--- src/rtl/rapid_pkg.sv ---
// Shared types for the memory stage: control bundles, stage states, funct3
// encodings and the access validity/alignment rules used at capture and hold.
package rapid_pkg;

    localparam logic [2:0] LB  = 3'b000;
    localparam logic [2:0] LH  = 3'b001;
    localparam logic [2:0] LW  = 3'b010;
    localparam logic [2:0] LBU = 3'b100;
    localparam logic [2:0] LHU = 3'b101;
    localparam logic [2:0] SB  = 3'b000;
    localparam logic [2:0] SH  = 3'b001;
    localparam logic [2:0] SW  = 3'b010;

    typedef struct packed {
        logic       mem;
        logic       iop;
        logic [2:0] fcs_opcode;
        logic [4:0] rd;
    } control_mem_s;

    typedef struct packed {
        logic       we;
        logic [4:0] rd;
    } control_wb_s;

    typedef enum logic [1:0] {
        IDLE   = 2'd0,
        ACCESS = 2'd1,
        HOLD   = 2'd2
    } mem_state_e;

    function automatic control_mem_s control_mem_s_default();
        return '0;
    endfunction

    function automatic control_wb_s control_wb_s_default();
        return '0;
    endfunction

    function automatic logic mem_op_valid(input logic iop, input logic [2:0] funct3);
        if (iop) return (funct3 == SB) || (funct3 == SH) || (funct3 == SW);
        return (funct3 == LB) || (funct3 == LH) || (funct3 == LW) ||
               (funct3 == LBU) || (funct3 == LHU);
    endfunction

    // Only meaningful for valid opcodes; funct3[1:0] encodes the access size.
    function automatic logic mem_op_misaligned(input logic [2:0] funct3, input logic [1:0] addr_lo);
        case (funct3[1:0])
            2'b01:   return addr_lo[0];
            2'b10:   return addr_lo != 2'b00;
            default: return 1'b0;
        endcase
    endfunction

endpackage

--- src/rtl/memory_stage_align.sv ---
// Combinational lane logic for the held memory op: store byte enables and
// replication, load lane extraction with sign/zero extension, validity checks.
module load_store_align
    import rapid_pkg::*;
#(
    parameter int XLEN = 32
) (
    input  logic            mem,
    input  logic            iop,
    input  logic [2:0]      funct3,
    input  logic [1:0]      addr_lo,
    input  logic [XLEN-1:0] store_data,
    input  logic [XLEN-1:0] rdata,
    output logic            access_ok,
    output logic            misaligned,
    output logic [3:0]      be,
    output logic [XLEN-1:0] wdata,
    output logic [XLEN-1:0] load_data
);

    logic            valid;
    logic            mis;
    logic [XLEN-1:0] byte_word;
    logic [7:0]      lane_b;
    logic [15:0]     lane_h;

    assign valid      = mem_op_valid(iop, funct3);
    assign mis        = mem_op_misaligned(funct3, addr_lo);
    assign misaligned = mem && valid && mis;
    assign access_ok  = mem && valid && !mis;

    always_comb begin
        be    = 4'hF;
        wdata = store_data;
        case (funct3[1:0])
            2'b00: begin
                be    = 4'b0001 << addr_lo;
                wdata = {4{store_data[7:0]}};
            end
            2'b01: begin
                be    = 4'b0011 << addr_lo;
                wdata = {2{store_data[15:0]}};
            end
            default: begin
                be    = 4'hF;
                wdata = store_data;
            end
        endcase
    end

    assign byte_word = rdata >> {addr_lo, 3'b000};
    assign lane_b    = byte_word[7:0];
    assign lane_h    = addr_lo[1] ? rdata[31:16] : rdata[15:0];

    always_comb begin
        load_data = rdata;
        case (funct3)
            LB:      load_data = {{(XLEN-8){lane_b[7]}}, lane_b};
            LH:      load_data = {{(XLEN-16){lane_h[15]}}, lane_h};
            LBU:     load_data = {{(XLEN-8){1'b0}}, lane_b};
            LHU:     load_data = {{(XLEN-16){1'b0}}, lane_h};
            default: load_data = rdata;
        endcase
    end

endmodule

--- src/rtl/memory_stage.sv ---
// Memory pipeline stage: holds one instruction, runs its data-memory access,
// forwards its result and registers the writeback. MEMORY_STAGE_TIMEOUT_EN adds a bus timeout.
module memory_stage
    import rapid_pkg::*;
#(
    parameter int XLEN           = 32,
    parameter int TIMEOUT_CYCLES = 64
) (
    input  logic            i_clk,
    input  logic            i_reset,
    input  logic            i_pipeline_enable,
    input  control_mem_s    i_control_signal,
    input  logic [XLEN-1:0] i_rd_output,
    input  logic [XLEN-1:0] i_memory_data,
    output logic            o_dmem_req,
    output logic            o_dmem_we,
    output logic [XLEN-1:0] o_dmem_addr,
    output logic [XLEN-1:0] o_dmem_wdata,
    output logic [3:0]      o_dmem_be,
    input  logic            i_dmem_ack,
    input  logic [XLEN-1:0] i_dmem_rdata,
    output logic            o_stall,
    output logic [4:0]      o_mem_rd,
    output logic [XLEN-1:0] o_mem_rd_data,
    output logic            o_misaligned,
    output logic            o_bus_error,
    output control_wb_s     o_wb_control,
    output logic [XLEN-1:0] o_wb_data
);

    mem_state_e      state_q, state_d;
    control_mem_s    ctrl_q;
    logic [XLEN-1:0] addr_q, data_q, hold_q;
    logic [XLEN-1:0] load_data, fwd_data;
    logic            access_ok, misaligned;
    logic            capture, ack_now, next_access;
    logic            timeout, bus_err, retire_ok;

    load_store_align #(.XLEN(XLEN)) u_align (
        .mem        (ctrl_q.mem),
        .iop        (ctrl_q.iop),
        .funct3     (ctrl_q.fcs_opcode),
        .addr_lo    (addr_q[1:0]),
        .store_data (data_q),
        .rdata      (i_dmem_rdata),
        .access_ok  (access_ok),
        .misaligned (misaligned),
        .be         (o_dmem_be),
        .wdata      (o_dmem_wdata),
        .load_data  (load_data)
    );

    assign ack_now     = (state_q == ACCESS) && i_dmem_ack;
    assign o_stall     = (state_q == ACCESS) && !i_dmem_ack;
    assign capture     = i_pipeline_enable && !o_stall;
    assign next_access = i_control_signal.mem &&
                         mem_op_valid(i_control_signal.iop, i_control_signal.fcs_opcode) &&
                         !mem_op_misaligned(i_control_signal.fcs_opcode, i_rd_output[1:0]);

    always_comb begin
        state_d = state_q;
        case (state_q)
            IDLE, HOLD: begin
                if (capture) state_d = next_access ? ACCESS : IDLE;
            end
            ACCESS: begin
                if (ack_now) begin
                    if (i_pipeline_enable) state_d = next_access ? ACCESS : IDLE;
                    else                   state_d = HOLD;
                end else if (timeout) begin
                    state_d = HOLD;
                end
            end
            default: state_d = IDLE;
        endcase
    end

    // Result of the held instruction: live bus data on ack, parked data in HOLD.
    always_comb begin
        fwd_data = addr_q;
        if (ack_now)               fwd_data = load_data;
        else if (state_q == HOLD)  fwd_data = hold_q;
    end

    assign retire_ok     = !ctrl_q.mem || (access_ok && !ctrl_q.iop && !bus_err);
    assign o_mem_rd      = retire_ok ? ctrl_q.rd : 5'd0;
    assign o_mem_rd_data = fwd_data;
    assign o_misaligned  = misaligned;
    assign o_bus_error   = bus_err;
    assign o_dmem_req    = (state_q == ACCESS);
    assign o_dmem_we     = ctrl_q.iop;
    assign o_dmem_addr   = {addr_q[XLEN-1:2], 2'b00};

    always_ff @(posedge i_clk) begin
        if (i_reset) begin
            state_q      <= IDLE;
            ctrl_q       <= control_mem_s_default();
            addr_q       <= '0;
            data_q       <= '0;
            hold_q       <= '0;
            o_wb_control <= control_wb_s_default();
            o_wb_data    <= '0;
        end else begin
            state_q <= state_d;
            if (capture) begin
                ctrl_q       <= i_control_signal;
                addr_q       <= i_rd_output;
                data_q       <= i_memory_data;
                o_wb_control <= control_wb_s'{we: retire_ok && (ctrl_q.rd != 5'd0), rd: ctrl_q.rd};
                o_wb_data    <= fwd_data;
            end
            if (ack_now && !i_pipeline_enable) hold_q <= load_data;
        end
    end

`ifdef MEMORY_STAGE_TIMEOUT_EN
    localparam int CNT_W = $clog2(TIMEOUT_CYCLES + 1);

    logic [CNT_W-1:0] cnt_q;
    logic             bus_err_q;

    assign timeout = (state_q == ACCESS) && !i_dmem_ack &&
                     (cnt_q == CNT_W'(TIMEOUT_CYCLES - 1));
    assign bus_err = bus_err_q;

    always_ff @(posedge i_clk) begin
        if (i_reset) begin
            cnt_q     <= '0;
            bus_err_q <= 1'b0;
        end else begin
            if (capture || state_q != ACCESS) cnt_q <= '0;
            else                              cnt_q <= cnt_q + CNT_W'(1);
            if (capture)      bus_err_q <= 1'b0;
            else if (timeout) bus_err_q <= 1'b1;
        end
    end
`else
    assign timeout = 1'b0;
    assign bus_err = 1'b0;
`endif

endmodule

--- config.mk ---
export PLATFORM = sky130hd
export DESIGN_NAME = memory_stage
export DESIGN_NICKNAME = d
export VERILOG_FILES = /design/src/rtl/rapid_pkg.sv /design/src/rtl/memory_stage_align.sv /design/src/rtl/memory_stage.sv
export SDC_FILE = /design/constraint.sdc
export NUM_CORES = 1
export LEC_CHECK = 0
export CAP_MARGIN = 5
export CORE_MARGIN = 2
export CORE_UTILIZATION = 37
export CTS_CLUSTER_DIAMETER = 40
export DETAILED_ROUTE_END_ITERATION = 7
export HOLD_SLACK_MARGIN = 0.08
export PLACE_DENSITY = 0.65
export REMOVE_ABC_BUFFERS = 1
export SKIP_CTS_REPAIR_TIMING = 1
export SLEW_MARGIN = 20
export SYNTH_ARGS = -nofsm -noshare
export SYNTH_HDL_FRONTEND = slang
export SYNTH_HIERARCHICAL = 1
export SYNTH_SLANG_ARGS = --single-unit
--- constraint.sdc ---
create_clock -name i_clk -period 3.2 [get_ports i_clk]
set_clock_uncertainty 0.1 [all_clocks]
set_input_delay 0.8 -clock i_clk [delete_from_list [all_inputs] [get_ports i_clk]]
set_output_delay 0.8 -clock i_clk [all_outputs]
set_load 0.02 [all_outputs]
# Yosys cells after proc, flatten, opt, wreduce, memory -nomap -nowiden
# Cells that the tools add are included.
[word_totals]
inputBits = 110
out_inout_bits = 148
ff_bits = 146
[classes]
shifts = 3
mux = 20
reduce_logical = 36
eq_ne = 16
[op_table]
columns = ["cell", "n"]
rows = [
  ["$pmux 32 s4", 1],
  ["$mux 32", 2],
  ["$pmux 32 s2", 1],
  ["$shr 32x5->8", 1],
  ["$mux 16", 1],
  ["$eq 3x3->1 const B", 4],
  ["$logic_and 1x1->1", 11],
  ["$logic_or 1x1->1", 9],
  ["$pmux 4 s2", 1],
  ["$logic_not 1->1", 7],
  ["$mux 1", 7],
  ["$eq 2x1->1 const B", 3],
  ["$eq 2x2->1 const B", 3],
  ["$eq 3x1->1 const B", 2],
  ["$eq 3x2->1 const B", 2],
  ["$logic_not 3->1", 2],
  ["$mux 2", 3],
  ["$mux 5", 1],
  ["$reduce_bool 5->1", 1],
  ["$logic_not 2->1", 2],
  ["$pmux 1 s2", 2],
  ["$pmux 2 s2", 1],
  ["$reduce_bool 2->1", 2],
  ["$shl 1x2->4 const A", 1],
  ["other kinds (5)", 5],
]

# Longest topological paths before layout
# Gate-level depths: netlist of run 1.
[logic_depth]
word_depth = 12
mapped_depth = 10
depth_no_buf = 8

# By module
# The synthesis of run 1 kept the hierarchy.
[by_module_without_submodules]
columns = ["module", "area_per_inst_um2", "cells_each", "n_inst"]
rows = [
  ["memory_stage", 7094.3, 869, 1],
  ["load_store_align", 1224.9, 187, 1],
]

# Worst setup path before layout of run 1
# Ideal clock, no wire load.
[synth_timing]
kind = "input -> output"
from = "input port i_dmem_rdata[31]"
to = "output port o_mem_rd_data[17]"
required_ns = 2.300
cell_stages = 7
n_path_buf = 1
slack_ns = -0.260
t_arrival_ns = 2.560
path_cell_list = "mux4_2 > a32o_2 > buf_6 > a21o_1 > or3b_2 > o211ai_1 > nand2_1"
[synth_via]
elab_chain_cells = 3
word_cells_on_any_way = 4
classes_between = "shift: 1; mux: 3"
[synth_rtl]
columns = ["element", "line_no", "source"]
rows = [
  ["start, declared", "memory_stage.sv:21", "input logic [XLEN-1:0] i_dmem_rdata,"],
  ["$shr 32x5->8 / $mux 16 (equally long branches)", "memory_stage_align.sv:51, memory_stage_align.sv:53", ""],
  ["$pmux 32 s4 (*)", "memory_stage_align.sv:57", "case (funct3)"],
  ["via load_data[17]", "memory_stage.sv:34", "logic [XLEN-1:0] load_data, fwd_data;"],
  ["$mux 32 (*)", "memory_stage.sv:81", "if (ack_now) fwd_data = load_data;"],
  ["end, declared", "memory_stage.sv:24", "output logic [XLEN-1:0] o_mem_rd_data,"],
]
# The timed path passes the listed nets; every way through them passes the cells marked *.

# Final worst setup path of run 1
[layout_timing]
from = "input port i_dmem_rdata[23]"
to = "output port o_mem_rd_data[8]"
[layout_via]
elab_chain_cells = 3
[layout_rtl]
columns = ["element", "line_no", "source"]
rows = [
  ["$shr 32x5->8", "memory_stage_align.sv:51", "assign byte_word = rdata >> {addr_lo, 3'b000};"],
  ["$pmux 32 s4", "memory_stage_align.sv:57", ""],
  ["via load_data[8]", "memory_stage.sv:34", ""],
  ["$mux 32", "memory_stage.sv:81", ""],
]
# The timed path passes the listed nets, and every way through them passes these cells.

==> results of run 1 <==
flip-flops by register name, indices dropped and copies added, names as in the netlist:
name and flops:
hold_q 32, addr_q 32, o_wb_data 32, data_q 32, state_q 2, o_wb_control 6
ctrl_q 9, o_dmem_we 1
cells by family after synthesis:
family | count (synthesis) | share of synthesized area
other | 1 | 0.000451
multiplexers | 46 | 0.0630
adder cells (fa/ha/maj) | 6 | 0.00902
flip-flops | 146 | 0.351
AND/OR/NAND/NOR | 319 | 0.188
AO/OA/AOI/OAI | 371 | 0.276
buffers and inverters | 167 | 0.113
per-layer routing:
metal | vias up | part of all wire | wire length, µm
li1 | 4255 | - | -
met1 | 4222 | 0.44 | 13800
met2 | 367 | 0.47 | 14700
met3 | 37 | 0.077 | 2410
met4 | 0 | 0.014 | 443
met5 | - | 0 | 0
worst max path at each step:
stage                      from           endpoint  slack, ps
2_1_floorplan        state_q[1]       o_wb_data[0]      -2410
3_3_place_gp   i_dmem_rdata[31]  o_mem_rd_data[16]      -1270
3_5_place_dp   i_dmem_rdata[31]  o_mem_rd_data[16]      -1290
4_1_cts        i_dmem_rdata[31]  o_mem_rd_data[16]      -1300
5_1_grt         i_dmem_rdata[7]   o_mem_rd_data[9]       -580
6_report       i_dmem_rdata[23]   o_mem_rd_data[8]       -490
cell usage in the layout (no fill, tap or decap), types with 30 or more instances in the layout:
master and count:
clkdlybuf4s50_1 171, nand2_1 156, a21oi_1 150, dfxtp_1 141, buf_4 87, nand3_1 82, o21ai_1 80, buf_6 43
dlymetal6s2s_1 39, mux2_2 36, o211ai_1 31, or3b_4 30, a311oi_1 30
cell type report:
class / instances / area [µm²]
antenna: 1 / 2.50
clock buffer: 19 / 433
clock inverter: 13 / 153
fill: 2038 / 9580
inverter: 15 / 63.8
multi-input combinational: 746 / 4700
sequential: 146 / 2930
tap: 280 / 350
timing repair buffer: 367 / 3750
critical path: stages:
cell and delay (ps):
clkbuf_2 100, mux4_2 530, and2_4 210, buf_6 120
a211o_1 250, or3b_4 390, o211ai_1 120, nand2_1 110
buf_6 140
Yosys cell counts, types with 4 or more instances:
| master | number |
|---|---|
| ha_1 | 6 |
| and2_1 | 7 |
| a22o_1 | 8 |
| dfxtp_1 | 146 |
| inv_1 | 13 |
| a311oi_1 | 30 |
| o21ai_0 | 10 |
| o211ai_1 | 31 |
| mux2i_1 | 4 |
| and3_1 | 4 |
| o22a_1 | 7 |
| a22oi_1 | 9 |
| buf_6 | 15 |
| buf_2 | 12 |
| a21oi_1 | 152 |
| buf_4 | 43 |
| buf_1 | 9 |
| o21ai_1 | 79 |
| o32a_1 | 4 |
| nor2b_1 | 8 |
| a21o_1 | 16 |
| nand2b_1 | 8 |
| nand3_1 | 82 |
| clkbuf_1 | 72 |
| nor2_1 | 12 |
| a221o_1 | 5 |
| mux2_2 | 41 |
| nand2_1 | 158 |
| or3b_2 | 31 |
per-stage QoR:
stage,util,hold WS (ps),setup WS (ps)
final,0.564,355,-494
after CTS,0.537,356,-1300
after global routing,0.564,368,-585
after global placement,0.510,341,-1270
after detailed placement,0.510,346,-1290
after floorplan,-,327,-2410
power by group through the flow:
| stage | clock network, mW | logic (mW) | registers, mW |
|---|---|---|---|
| floorplan | 0 | 0.511 | 2.08 |
| global placement | 0 | 1.30 | 2.01 |
| detailed placement | 0 | 1.30 | 2.02 |
| CTS | 2.07 | 1.31 | 1.98 |
| global route | 2.15 | 1.51 | 1.99 |
| finish | 2.04 | 1.43 | 1.98 |
==> flow_summary.toml, run 1 <==
[outcome]
status = "complete, but fails checks"
violations = "setup timing"

[worst_setup_path]
worstSetupStartpointType = "primary input"
worst-path-max-fanout = 7
cp.arrival_ps = 2790
worstSetupEndpointType = "output pin"
crit_type = "in2out"
worstPathRequired_ps = 2300
reg2regPathDepth = 6
rrSetupSlack_ps = 470
r2r-end = "o_wb_data[21]"
rr_startpoint = "state_q[1]"

[synth]
ys_warn_count = 6
ys_top_cells_by_area = "dfxtp_1 (35%), a21oi_1 (9.1%), nand2_1 (7.1%)"
synth_edf_count = 0
synth_seq_cells = 146
synth_top_area_cell = "dfxtp_1"
synth_cells = 1056
seq_area_frac_synth = 0.351
synthArstFlopShare = 0
synth_area_per_cell_um2 = 7.88
yosys_most_used_dff = "dfxtp_1"
synthesis.area_um2 = 8320
synth_top_cell_area_share = 0.351
ys_types = 54

[pwr]
switching_share = 0.304
switchingPower_mw = 1.65
pwr-share-comb = 0.262
irDropWorstVdd_uv = 319
p_int_mw = 3.79
total_leakage_power_nw = 5.33
power_mw = 5.45
power.density_nw_per_um2 = 440
p_clk_frac = 0.375
pwr-share-seq = 0.363

[placement]
place_area_um2 = 11200
port_buffers = 254
dp.cells = 1530
place_hpwl_mm = 20.3
place_congestion = 0.826

[global_route]
grt_max_degree = 64
grt_pass1_wl_mm = 47.2
gr-total-overflow = 0
grt_pass1_vias = 8298
met1_usage = 0.333
globalRouteMet2Util = 0.408
grt_busiest_layer = "met2"
met3_usage = 0.0640
grt_use_total = 0.250
antenna_found_initial = 1

[cells_and_area]
area_delta_synth_final_pct = 48.8
nets = 1409
drive_gt1_frac = 0.223
finalInstanceArea_um2 = 12400
stdcell_count = 1587

[min_path]
hp-class = "reg2reg"
hold_path_startpoint = "hold_q[20]"
min_path_cells = 2
hold_end = "hold_q[20]"

[cts]
cts_inserted_buffers = 17
cts.root.buffer_cell = "clkbuf_16"
clock_latency_ps = 430
tritoncts = "done"
clkTransAtPathRegs_ps = 60
htreeDepth = 4
clockBufferDepth = 2
clock-sinks = 146

[sta]
worst_pin_slew_ps = 680
max-slew-margin-rel = 0.547
maxSlewViolCount = 0
fin_ws_ps = -494
finalHoldViolations = 0
rsz0062_at_grt = "true"
totalNegativeSetupSlack_ps = -12550
period_needed_ps = 3690
fmaxAchievable_mhz = 271
fin_crit_sh = 1.15
final-setup-viol-count = 32

[routing]
via_per_inst = 5.60
drt-pass1-iter-count = 7
drt_iter0_drc = 647
ant_nets = 0
drt-wirelength-per-cell_um = 19.8
route.vias.total = 8881
drt-total-wl_mm = 31.4
drc = 0

[flow_run]
drv_cap = 0

[die]
ioPinCount = 258
dieArea_um2 = 23700
initial_core_util = 0.379
num_rows = 54
coreArea_um2 = 22000
die_h_um = 154
die-width_um = 154
(Power assumes the default switching activity.)
==> run 2, diff against run 1 <==
--- a/config.mk
+++ b/config.mk
@@ -6,12 +6,14 @@
 export NUM_CORES = 1
 export LEC_CHECK = 0
 export CAP_MARGIN = 5
-export CORE_MARGIN = 2
-export CORE_UTILIZATION = 37
+export CELL_PAD_IN_SITES_DETAIL_PLACEMENT = 1
+export CELL_PAD_IN_SITES_GLOBAL_PLACEMENT = 1
+export CORE_MARGIN = 4
+export CORE_UTILIZATION = 31
 export CTS_CLUSTER_DIAMETER = 40
 export DETAILED_ROUTE_END_ITERATION = 7
 export HOLD_SLACK_MARGIN = 0.08
-export PLACE_DENSITY = 0.65
+export PLACE_DENSITY = 0.75
 export REMOVE_ABC_BUFFERS = 1
 export SKIP_CTS_REPAIR_TIMING = 1
 export SLEW_MARGIN = 20
==> run 2 against run 1 <==
The flow still finishes with violations (setup timing). Combinational power rose by 6%. Flip-flop and latch count did not move. Worst setup slack got worse by 110 ps. Cell count rose by 5.5%. Hold slack got worse by 0.96 ps. Power rose by 3.0%. Global-route usage fell by 2.2 points. Clock power rose by 4%.
==> flow_summary.toml, run 2 (synthesis gave the netlist of run 1 again) <==
[cts]
clkTransAtPathRegs_ps = 60
clock_latency_ps = 410
cts_inserted_buffers = 17
clock-sinks = 146
cts.root.buffer_cell = "clkbuf_16"
tritoncts = "done"
htreeDepth = 4
clockBufferDepth = 2

[cells_and_area]
layout_commonest_cell = "clkdlybuf4s50_1"
final_cell_mix = "clkdlybuf4s50_1 (170), nand2_1 (157), a21oi_1 (148), dfxtp_1 (140), buf_4 (121)"
finalInstanceArea_um2 = 12800
area_delta_synth_final_pct = 53.3
drive_gt1_frac = 0.251
stdcell_count = 1674
nets = 1441

[min_path]
min_path_cells = 2
hp-class = "reg2reg"
hold_path_startpoint = "hold_q[13]"
hold_end = "hold_q[13]"

[pwr]
total_leakage_power_nw = 5.50
power.density_nw_per_um2 = 440
power_mw = 5.61
irDropWorstVdd_uv = 352

[placement]
place_hpwl_mm = 23.6
place_ws_ps = -1390
dp.cells = 1590
place_congestion = 0.812
place_area_um2 = 11200
port_buffers = 254

[worst_setup_path]
rrSetupSlack_ps = 600
worstPathRequired_ps = 2300
worstSetupStartpointType = "primary input"
cp.arrival_ps = 2900
rr_startpoint = "addr_q[1]"
worstSetupEndpointType = "output pin"
r2r-end = "o_wb_data[12]"
crit_type = "in2out"
reg2regPathDepth = 9
worst-path-max-fanout = 6

[die]
dieArea_um2 = 29500
num_rows = 59
initial_core_util = 0.317
die_h_um = 172
ioPinCount = 258
die-width_um = 172
coreArea_um2 = 26200

[routing]
ant_nets = 0
drc = 0
via_per_inst = 5.47
drt-wirelength-per-cell_um = 21.5
drt_iter0_drc = 500
route.vias.total = 9159
drt-pass1-iter-count = 5
drt-total-wl_mm = 36.0

[global_route]
grt_pass1_wl_mm = 53.5
gr-total-overflow = 0
grt_pass1_vias = 9274
grt_use_total = 0.229
grt_max_degree = 112
antenna_found_initial = 2

[sta]
fin_crit_sh = 1.19
max-slew-margin-rel = 0.515
maxSlewViolCount = 0
worst_pin_slew_ps = 727
final-setup-viol-count = 32
whs_ps = 354
fin_ws_ps = -599
fmaxAchievable_mhz = 263
finalHoldViolations = 0
period_needed_ps = 3800
rsz0062_at_grt = "true"

[outcome]
status = "complete, but fails checks"
violations = "setup timing"

[flow_run]
drv_cap = 0
-- run 2: cell type report --
cell class / count / area, µm²
Timing Repair Buffer: 400 / 4000
Tap cell: 335 / 419
Clock inverter: 11 / 153
Antenna cell: 2 / 5.00
Clock buffer: 20 / 457
Multi-Input combinational cell: 745 / 4730
Sequential cell: 146 / 2930
Inverter: 15 / 65.1
Fill cell: 3055 / 13500
-- run 2: per-stage QoR --
step                      utilization  TNS (ps)
after detailed placement        0.429    -45270
after global routing            0.487    -16700
after floorplan                     -   -296300
after CTS                       0.452    -52490
final                           0.487    -14390
after global placement          0.429    -42590
-- run 2: power by group --
group | internal, mW | switching [mW] | leakage (nW)
Clock | 1.27 | 0.845 | 0.290
Sequential | 1.91 | 0.0729 | 1.20
Combinational | 0.766 | 0.746 | 4.01
-- run 2: worst max path at each step --
stage | start | to | slack (ps) | cells past startpoint
after floorplan | state_q[1] | o_wb_data[0] | -2410 | 4
after global placement | i_dmem_rdata[23] | o_mem_rd_data[8] | -1350 | 8
after detailed placement | i_dmem_rdata[31] | o_mem_rd_data[15] | -1390 | 8
after CTS | i_dmem_rdata[31] | o_mem_rd_data[15] | -1390 | 8
after global routing | i_dmem_rdata[31] | o_mem_rd_data[27] | -630 | 9
final | i_dmem_rdata[31] | o_mem_rd_data[27] | -600 | 9
-- run 2: worst max-delay path, stage by stage --
cell      delay, ps
buf_8           100
mux4_2          520
a32o_4          360
buf_12          160
a21o_1          170
or3b_4          390
o211ai_1        120
nand2_1         110
buf_6           140
-- run 2: routing by layer --
layer,up-vias,wire length (µm),track usage
met2,264,17300,0.380
met4,0,459,0.0489
met3,34,2330,0.0611
met1,4570,15900,0.299
li1,4291,-,-
met5,-,0,0
